$ cat src/rtl/ariane_pkg.sv
// Shared core types used by the BHT update queue.
// Contents:
//   NR_COMMIT_PORTS  number of commit ports checked per cycle
//   TRANS_ID_BITS    width of the scoreboard transaction id
//   bht_update_t     {valid, pc, taken} update record sent to the BHT
//   entry_state_e    lifecycle of a queue entry
package ariane_pkg;

  localparam int unsigned NR_COMMIT_PORTS = 2;
  localparam int unsigned TRANS_ID_BITS   = 3;

  typedef struct packed {
    logic        valid;
    logic [63:0] pc;
    logic        taken;
  } bht_update_t;

  // FREE -> RESOLVED (enqueue) -> COMMITTED (id match) -> FREE (drain)
  typedef enum logic [1:0] {
    FREE      = 2'd0,
    RESOLVED  = 2'd1,
    COMMITTED = 2'd2
  } entry_state_e;

endpackage

$ cat src/rtl/bht_update_queue.sv
// Holds resolved-branch outcomes until the branch commits, then drains them
// one per cycle to the BHT so it only learns from committed branches.
// Ports:
//   clk_i, rst_ni        clock, asynchronous active-low reset
//   flush_i              drop every entry that has not committed yet
//   debug_mode_i         ignore new resolutions while in debug mode
//   resolve_*_i          resolved branch {pc, taken, id}, qualified by resolve_valid_i
//   commit_valid_i/id_i  per-port commit acknowledge with scoreboard id
//   bht_update_o         registered {valid, pc, taken} update to the BHT
//   full_o               all DEPTH entries occupied
//   drop_cnt_o           saturating count of resolutions dropped while full
module bht_update_queue
  import ariane_pkg::*;
#(
  parameter int unsigned DEPTH = 8
) (
  input  logic                                          clk_i,
  input  logic                                          rst_ni,
  input  logic                                          flush_i,
  input  logic                                          debug_mode_i,
  input  logic                                          resolve_valid_i,
  input  logic [63:0]                                   resolve_pc_i,
  input  logic                                          resolve_taken_i,
  input  logic [TRANS_ID_BITS-1:0]                      resolve_id_i,
  input  logic [NR_COMMIT_PORTS-1:0]                    commit_valid_i,
  input  logic [NR_COMMIT_PORTS-1:0][TRANS_ID_BITS-1:0] commit_id_i,
  output bht_update_t                                   bht_update_o,
  output logic                                          full_o,
  output logic [15:0]                                   drop_cnt_o
);

  localparam int unsigned PTR_W = $clog2(DEPTH);
  localparam int unsigned CNT_W = PTR_W + 1;

  entry_state_e             state_q [DEPTH];
  entry_state_e             state_d [DEPTH];
  logic [63:0]              pc_q    [DEPTH];
  logic                     taken_q [DEPTH];
  logic [TRANS_ID_BITS-1:0] id_q    [DEPTH];

  logic [PTR_W-1:0] head_q, head_d, tail_q, tail_d;
  logic [CNT_W-1:0] count_q, count_d;
  logic [15:0]      drop_q, drop_d;
  bht_update_t      upd_q, upd_d;

  logic                                   full;
  logic                                   wr_en;
  logic                                   drain;
  logic [CNT_W-1:0]                       n_comm;
  logic [DEPTH-1:0][NR_COMMIT_PORTS-1:0]  port_hit;
  logic [DEPTH-1:0]                       commit_hit;

  assign full = (count_q == CNT_W'(DEPTH));

  // Id CAM: every entry is compared against every commit port in parallel.
  for (genvar gi = 0; gi < DEPTH; gi++) begin : g_cam
    for (genvar pi = 0; pi < NR_COMMIT_PORTS; pi++) begin : g_port
      assign port_hit[gi][pi] = commit_valid_i[pi] && (id_q[gi] == commit_id_i[pi]);
    end
    assign commit_hit[gi] = (state_q[gi] == RESOLVED) && (|port_hit[gi]);
  end

  always_comb begin
    state_d = state_q;
    head_d  = head_q;
    tail_d  = tail_q;
    count_d = count_q;
    drop_d  = drop_q;
    upd_d   = '0;
    wr_en   = 1'b0;
    n_comm  = '0;

    // Commit marks are applied first so that flush and drain both see them;
    // this is what gives the 1-cycle commit-to-update latency at head.
    for (int unsigned i = 0; i < DEPTH; i++) begin
      if (commit_hit[i]) state_d[i] = COMMITTED;
    end
    for (int unsigned i = 0; i < DEPTH; i++) begin
      if (state_d[i] == COMMITTED) n_comm = n_comm + CNT_W'(1);
    end

    drain = (state_d[head_q] == COMMITTED);
    if (drain) begin
      upd_d.valid     = 1'b1;
      upd_d.pc        = pc_q[head_q];
      upd_d.taken     = taken_q[head_q];
      state_d[head_q] = FREE;
      head_d          = head_q + PTR_W'(1);
    end

    if (flush_i) begin
      // Committed entries form a contiguous run from head, so the new tail
      // sits right after that run; the same-cycle resolution is discarded.
      for (int unsigned i = 0; i < DEPTH; i++) begin
        if (state_d[i] == RESOLVED) state_d[i] = FREE;
      end
      tail_d  = head_q + n_comm[PTR_W-1:0];
      count_d = n_comm - CNT_W'(drain);
    end else if (resolve_valid_i && !debug_mode_i) begin
      if (full) begin
        // Full is judged on the current state, even if a drain frees a slot now.
        if (drop_q != 16'hFFFF) drop_d = drop_q + 16'd1;
        count_d = count_q - CNT_W'(drain);
      end else begin
        wr_en           = 1'b1;
        state_d[tail_q] = RESOLVED;
        tail_d          = tail_q + PTR_W'(1);
        count_d         = count_q + CNT_W'(1) - CNT_W'(drain);
      end
    end else begin
      count_d = count_q - CNT_W'(drain);
    end
  end

  always_ff @(posedge clk_i or negedge rst_ni) begin
    if (!rst_ni) begin
      for (int unsigned i = 0; i < DEPTH; i++) state_q[i] <= FREE;
      head_q  <= '0;
      tail_q  <= '0;
      count_q <= '0;
      drop_q  <= '0;
      upd_q   <= '0;
    end else begin
      state_q <= state_d;
      head_q  <= head_d;
      tail_q  <= tail_d;
      count_q <= count_d;
      drop_q  <= drop_d;
      upd_q   <= upd_d;
    end
  end

  // Payload storage needs no reset: entry state alone decides validity.
  always_ff @(posedge clk_i) begin
    if (wr_en) begin
      pc_q[tail_q]    <= resolve_pc_i;
      taken_q[tail_q] <= resolve_taken_i;
      id_q[tail_q]    <= resolve_id_i;
    end
  end

  assign bht_update_o = upd_q;
  assign full_o       = full;
  assign drop_cnt_o   = drop_q;

endmodule

$ cat config.mk
export PLATFORM = sky130hd
export DESIGN_NAME = bht_update_queue
export DESIGN_NICKNAME = d
export VERILOG_FILES = /design/src/rtl/ariane_pkg.sv /design/src/rtl/bht_update_queue.sv
export SDC_FILE = /design/constraint.sdc
export NUM_CORES = 1
export LEC_CHECK = 0
export CAP_MARGIN = 5
export CORE_MARGIN = 2
export CORE_UTILIZATION = 50
export CTS_CLUSTER_SIZE = 12
export DETAILED_ROUTE_END_ITERATION = 8
export HOLD_SLACK_MARGIN = 0.08
export PLACE_DENSITY_LB_ADDON = 0.12
export SYNTH_ARGS = -nofsm -noshare
export SYNTH_HDL_FRONTEND = slang
export SYNTH_SLANG_ARGS = --single-unit
export TNS_END_PERCENT = 5
$ cat constraint.sdc
create_clock -name clk_i -period 17.45 [get_ports clk_i]
set_input_delay 3.49 -clock clk_i [delete_from_list [all_inputs] [get_ports clk_i]]
set_output_delay 3.49 -clock clk_i [all_outputs]
set_load 0.02 [all_outputs]
==> run_results.csv <==
group,metric,value,unit
status,status,"finished clean",
global_routing,track_usage,0.2321,
detailed_routing,vias,14034,
finish,fillCellCount,3564,
sta,worst_pin_slew,1.089,ns
critical_path,cp_top_family,"adder cells",
synthesis,syn_area,24390,um^2
critical_path,worstPathCellList,"clkdlybuf4s50_1 -> xnor2_1 -> nand4_1 -> o221ai_4 -> inv_1 -> ha_1 -> inv_1 -> nor4bb_1 -> a211oi_1 -> mux2_2 -> ha_1 -> xnor2_1 -> nor2_1 -> nor3_1 -> nor3_1 -> or2_2 -> mux2_2 -> ha_1 -> nor2_1 -> a21oi_1 -> fa_1 -> xor2_1 -> xnor2_1 -> a21oi_1",
clock_tree,clk_latency,0.59,ns
finish,drive_above_1_share,0.08420,
clock_tree,post_cts_resized,0,
synthesis,synth_edf_count,544,
critical_path,cp_max_fo,8,
detailed_routing,first_iter_violations,1292,
placed_design,io_buffers,163,
sta,finalCriticalPeriod,8.704,ns
detailed_routing,routed_wl,58270,um
clock_tree,cts.clk_slew.worst_paths,0.06,ns
critical_path,crit_buf_inv,3,
synthesis,ys_seq_area_frac,0.7805,
power,p_per_area,156.8,nW/um^2
synthesis,async_flop_share,0.1656,
sta,finalSetupViolations,0,
power,leakage,0.009831,uW
sta,grt_setup_unrepaired,"false",
finish,nNetsFinal,1772,
clock_tree,clockRootBuffer,"clkbuf_16",
sta,finalClockSkew,0.01740,ns
sta,final_hold_viol_count,0,
clock_tree,htree_levels,3,
placed_design,place_congestion,0.8645,
detailed_routing,firstDrtPassIters,5,
sta,final.setup.tns,0,ns
global_routing,grt_pass1_vias,14048,
floorplan,die_area,50570,um^2
synthesis,synth_cell_types,63,
sta,fin_crit_sh,0.4988,
critical_path,crit_path_start_kind,"primary input",
critical_path,cp-end-kind,"flop",
synthesis,synth_fp_nets,1593,
global_routing,grt_max_degree,67,
sta,slew_headroom,0.2738,
critical_path,required,17.96,ns
sta,hold_ws,0.4943,ns
sta,timing.final.max_slew_violations,0,
sta,fmax,114.9,MHz
global_routing,grt_overflow,0,
clock_tree,cts_setup_buffers,0,
floorplan,dieWidth,224.9,um
detailed_routing,wl_per_cell,24.89,um
synthesis,synth_area_per_cell,16.34,um^2
placed_design,dp_cells,2217,
clock_tree,cts_num_sinks,652,
floorplan,start_util,0.5087,
finish,finalInstanceArea,28780,um^2
critical_path,crit_arrival,9.21,ns
floorplan,fp.dieH,224.9,um
floorplan,core,47950,um^2
detailed_routing,drcViolationCount,0,
floorplan,rows,80,
clock_tree,cts_tree,"done",
critical_path,slowest_delay,0.79,ns
power,irDropWorstVdd,0.00009201,V
finish,final_cells,2341,
detailed_routing,viasPerCell,5.995,
critical_path,cp_slowest_cell,"clkdlybuf4s50_1",
global_routing,grt_pass1_wl,87180,um
synthesis,synth_top_flop_cell,"edfxtp_1",
critical_path,worst-setup-path-type,"primary input to flop",
finish,syn_to_final_growth,17.99,%
clock_tree,cts_max_path_buffers,3,
synthesis,synth-seq-cells,652,
synthesis,synthCells,1493,
detailed_routing,ant_nets,0,
global_routing,antenna_found_initial,7,
synthesis,yosys_warnings,0,
floorplan,io_pins,164,
clock_tree,ctsHoldBuffers,0,
min_path,holdCritPathClass,"flop to flop",
placed_design,dp_hpwl,30140,um
run,drv_cap,0,
placed_design,placed_area,26710,um^2
clock_tree,numCtsBuffers,68,
critical_path,r2r_slack,11.97,ns
## per-layer routing
layer  GRT usage  wire (um)
met3     0.04350       3254
met2      0.3736      28190
met4     0.06793       1314
met1      0.3259      25470
met5           0         46
## state kept, by name (all words and copies together), names as in the netlist
register and count:
drop_cnt_o 16, bht_update_o 66, pc_q 512, state_q 16
taken_q 8, count_q 4, tail_q 3, id_q 24
head_q 3
## Yosys cell counts, types with 2 or more instances
| master | number | share of area |
|---|---|---|
| nand3b_1 | 3 | 0.00092 |
| a21oi_1 | 23 | 0.0047 |
| buf_1 | 18 | 0.0028 |
| ha_1 | 18 | 0.0092 |
| xor2_1 | 13 | 0.0047 |
| inv_1 | 16 | 0.0025 |
| buf_2 | 3 | 0.00062 |
| xnor3_2 | 2 | 0.0019 |
| nor2b_1 | 3 | 0.00077 |
| o221a_2 | 2 | 0.00092 |
| o211ai_1 | 2 | 0.00062 |
| nand2_1 | 38 | 0.0058 |
| a211oi_1 | 5 | 0.0015 |
| nand4b_1 | 4 | 0.0014 |
| nand4_1 | 24 | 0.0062 |
| nor2_1 | 102 | 0.016 |
| or2_2 | 3 | 0.00077 |
| o21ai_0 | 17 | 0.0035 |
| o21a_1 | 3 | 0.00092 |
| and3_1 | 3 | 0.00077 |
| nand2b_1 | 13 | 0.0033 |
| dfrtp_1 | 108 | 0.11 |
| edfxtp_1 | 544 | 0.67 |
| xnor2_1 | 73 | 0.026 |
| nor4_1 | 3 | 0.00077 |
| nor3_1 | 9 | 0.0018 |
| a21o_1 | 2 | 0.00062 |
| or4_1 | 65 | 0.020 |
| a41oi_1 | 2 | 0.00072 |
| a31oi_1 | 3 | 0.00077 |
| mux2_2 | 4 | 0.0018 |
| and2_1 | 2 | 0.00051 |
| o22ai_1 | 264 | 0.068 |
| clkbuf_1 | 51 | 0.0078 |
| buf_6 | 7 | 0.0032 |
| nand3_1 | 7 | 0.0014 |
| o221ai_4 | 2 | 0.0022 |
| mux2i_1 | 5 | 0.0021 |
| or3_1 | 3 | 0.00077 |
## cell usage in the layout, fill, tap and decap left out, drive strengths merged, types with 24 or more instances in the layout
cell type        n
xnor2           75
clkdlybuf4s50  162
clkbuf         105
edfxtp         544
dfrtp          108
nor2           102
buf             26
nand4           24
or4             65
nand2           38
o22ai          264
## kinds of logic (layout without fill, tap and decap cells)
| group | after synthesis | in the layout | synth area share |
|---|---|---|---|
| other | 0 | 4 | 0 |
| AOI/OAI and AO/OA | 335 | 335 | 0.08807 |
| adders and majority gates | 19 | 19 | 0.01005 |
| and+or+nand+nor | 291 | 291 | 0.06432 |
| muxes | 10 | 10 | 0.004822 |
| DFF | 652 | 652 | 0.7805 |
| xor gates and xnor gates | 91 | 91 | 0.03529 |
| buffers and inverters | 95 | 324 | 0.01693 |
## worst paths after layout
check                      cells after the start                        from                          to
setup / recovery                              24              commit_id_i[2]       tail_q[2]$_DFFE_PN0P_
hold / removal                                 1  drop_cnt_o[11]$_DFFE_PN0P_  drop_cnt_o[11]$_DFFE_PN0P_
setup reg to reg                              23        id_q[0][1]$_DFFE_PP_       tail_q[2]$_DFFE_PN0P_
hold reg to reg                                1  drop_cnt_o[11]$_DFFE_PN0P_  drop_cnt_o[11]$_DFFE_PN0P_
max in group asynchronous                      2                      rst_ni  bht_update_o[45]$_DFF_PN0_
min in group asynchronous                      1                      rst_ni       state_q[11]$_DFF_PN0_
## per-stage QoR
step / total power, uW / utilization / setup WS, ns
6_report: 4512 / 0.6003 / 8.746
5_1_grt: 4731 / 0.6002 / 8.218
4_1_cts: 4546 / 0.6001 / 8.734
3_5_place_dp: 3202 / 0.5571 / 8.139
3_3_place_gp: 3188 / 0.5571 / 8.397
2_1_floorplan: 2729 / - / 7.794
## where the power goes
group / switching (uW) / internal (uW)
sequential: 67.5 / 1810
clock: 565 / 781
combinational: 800 / 485
total: 1430 / 3080
## final cells by class
class | count | area, um^2 | area share
clock inverter | 15 | 127.6 | 0.004434
tap | 615 | 769.5 | 0.02674
multi-input combinational | 746 | 5024 | 0.1745
inverter | 16 | 61.31 | 0.002130
timing repair buffer | 188 | 1817 | 0.06312
clock buffer | 105 | 1934 | 0.06721
antenna | 4 | 10.01 | 0.0003478
sequential | 652 | 19040 | 0.6615
Note: power is estimated with default switching activity, not from simulation.
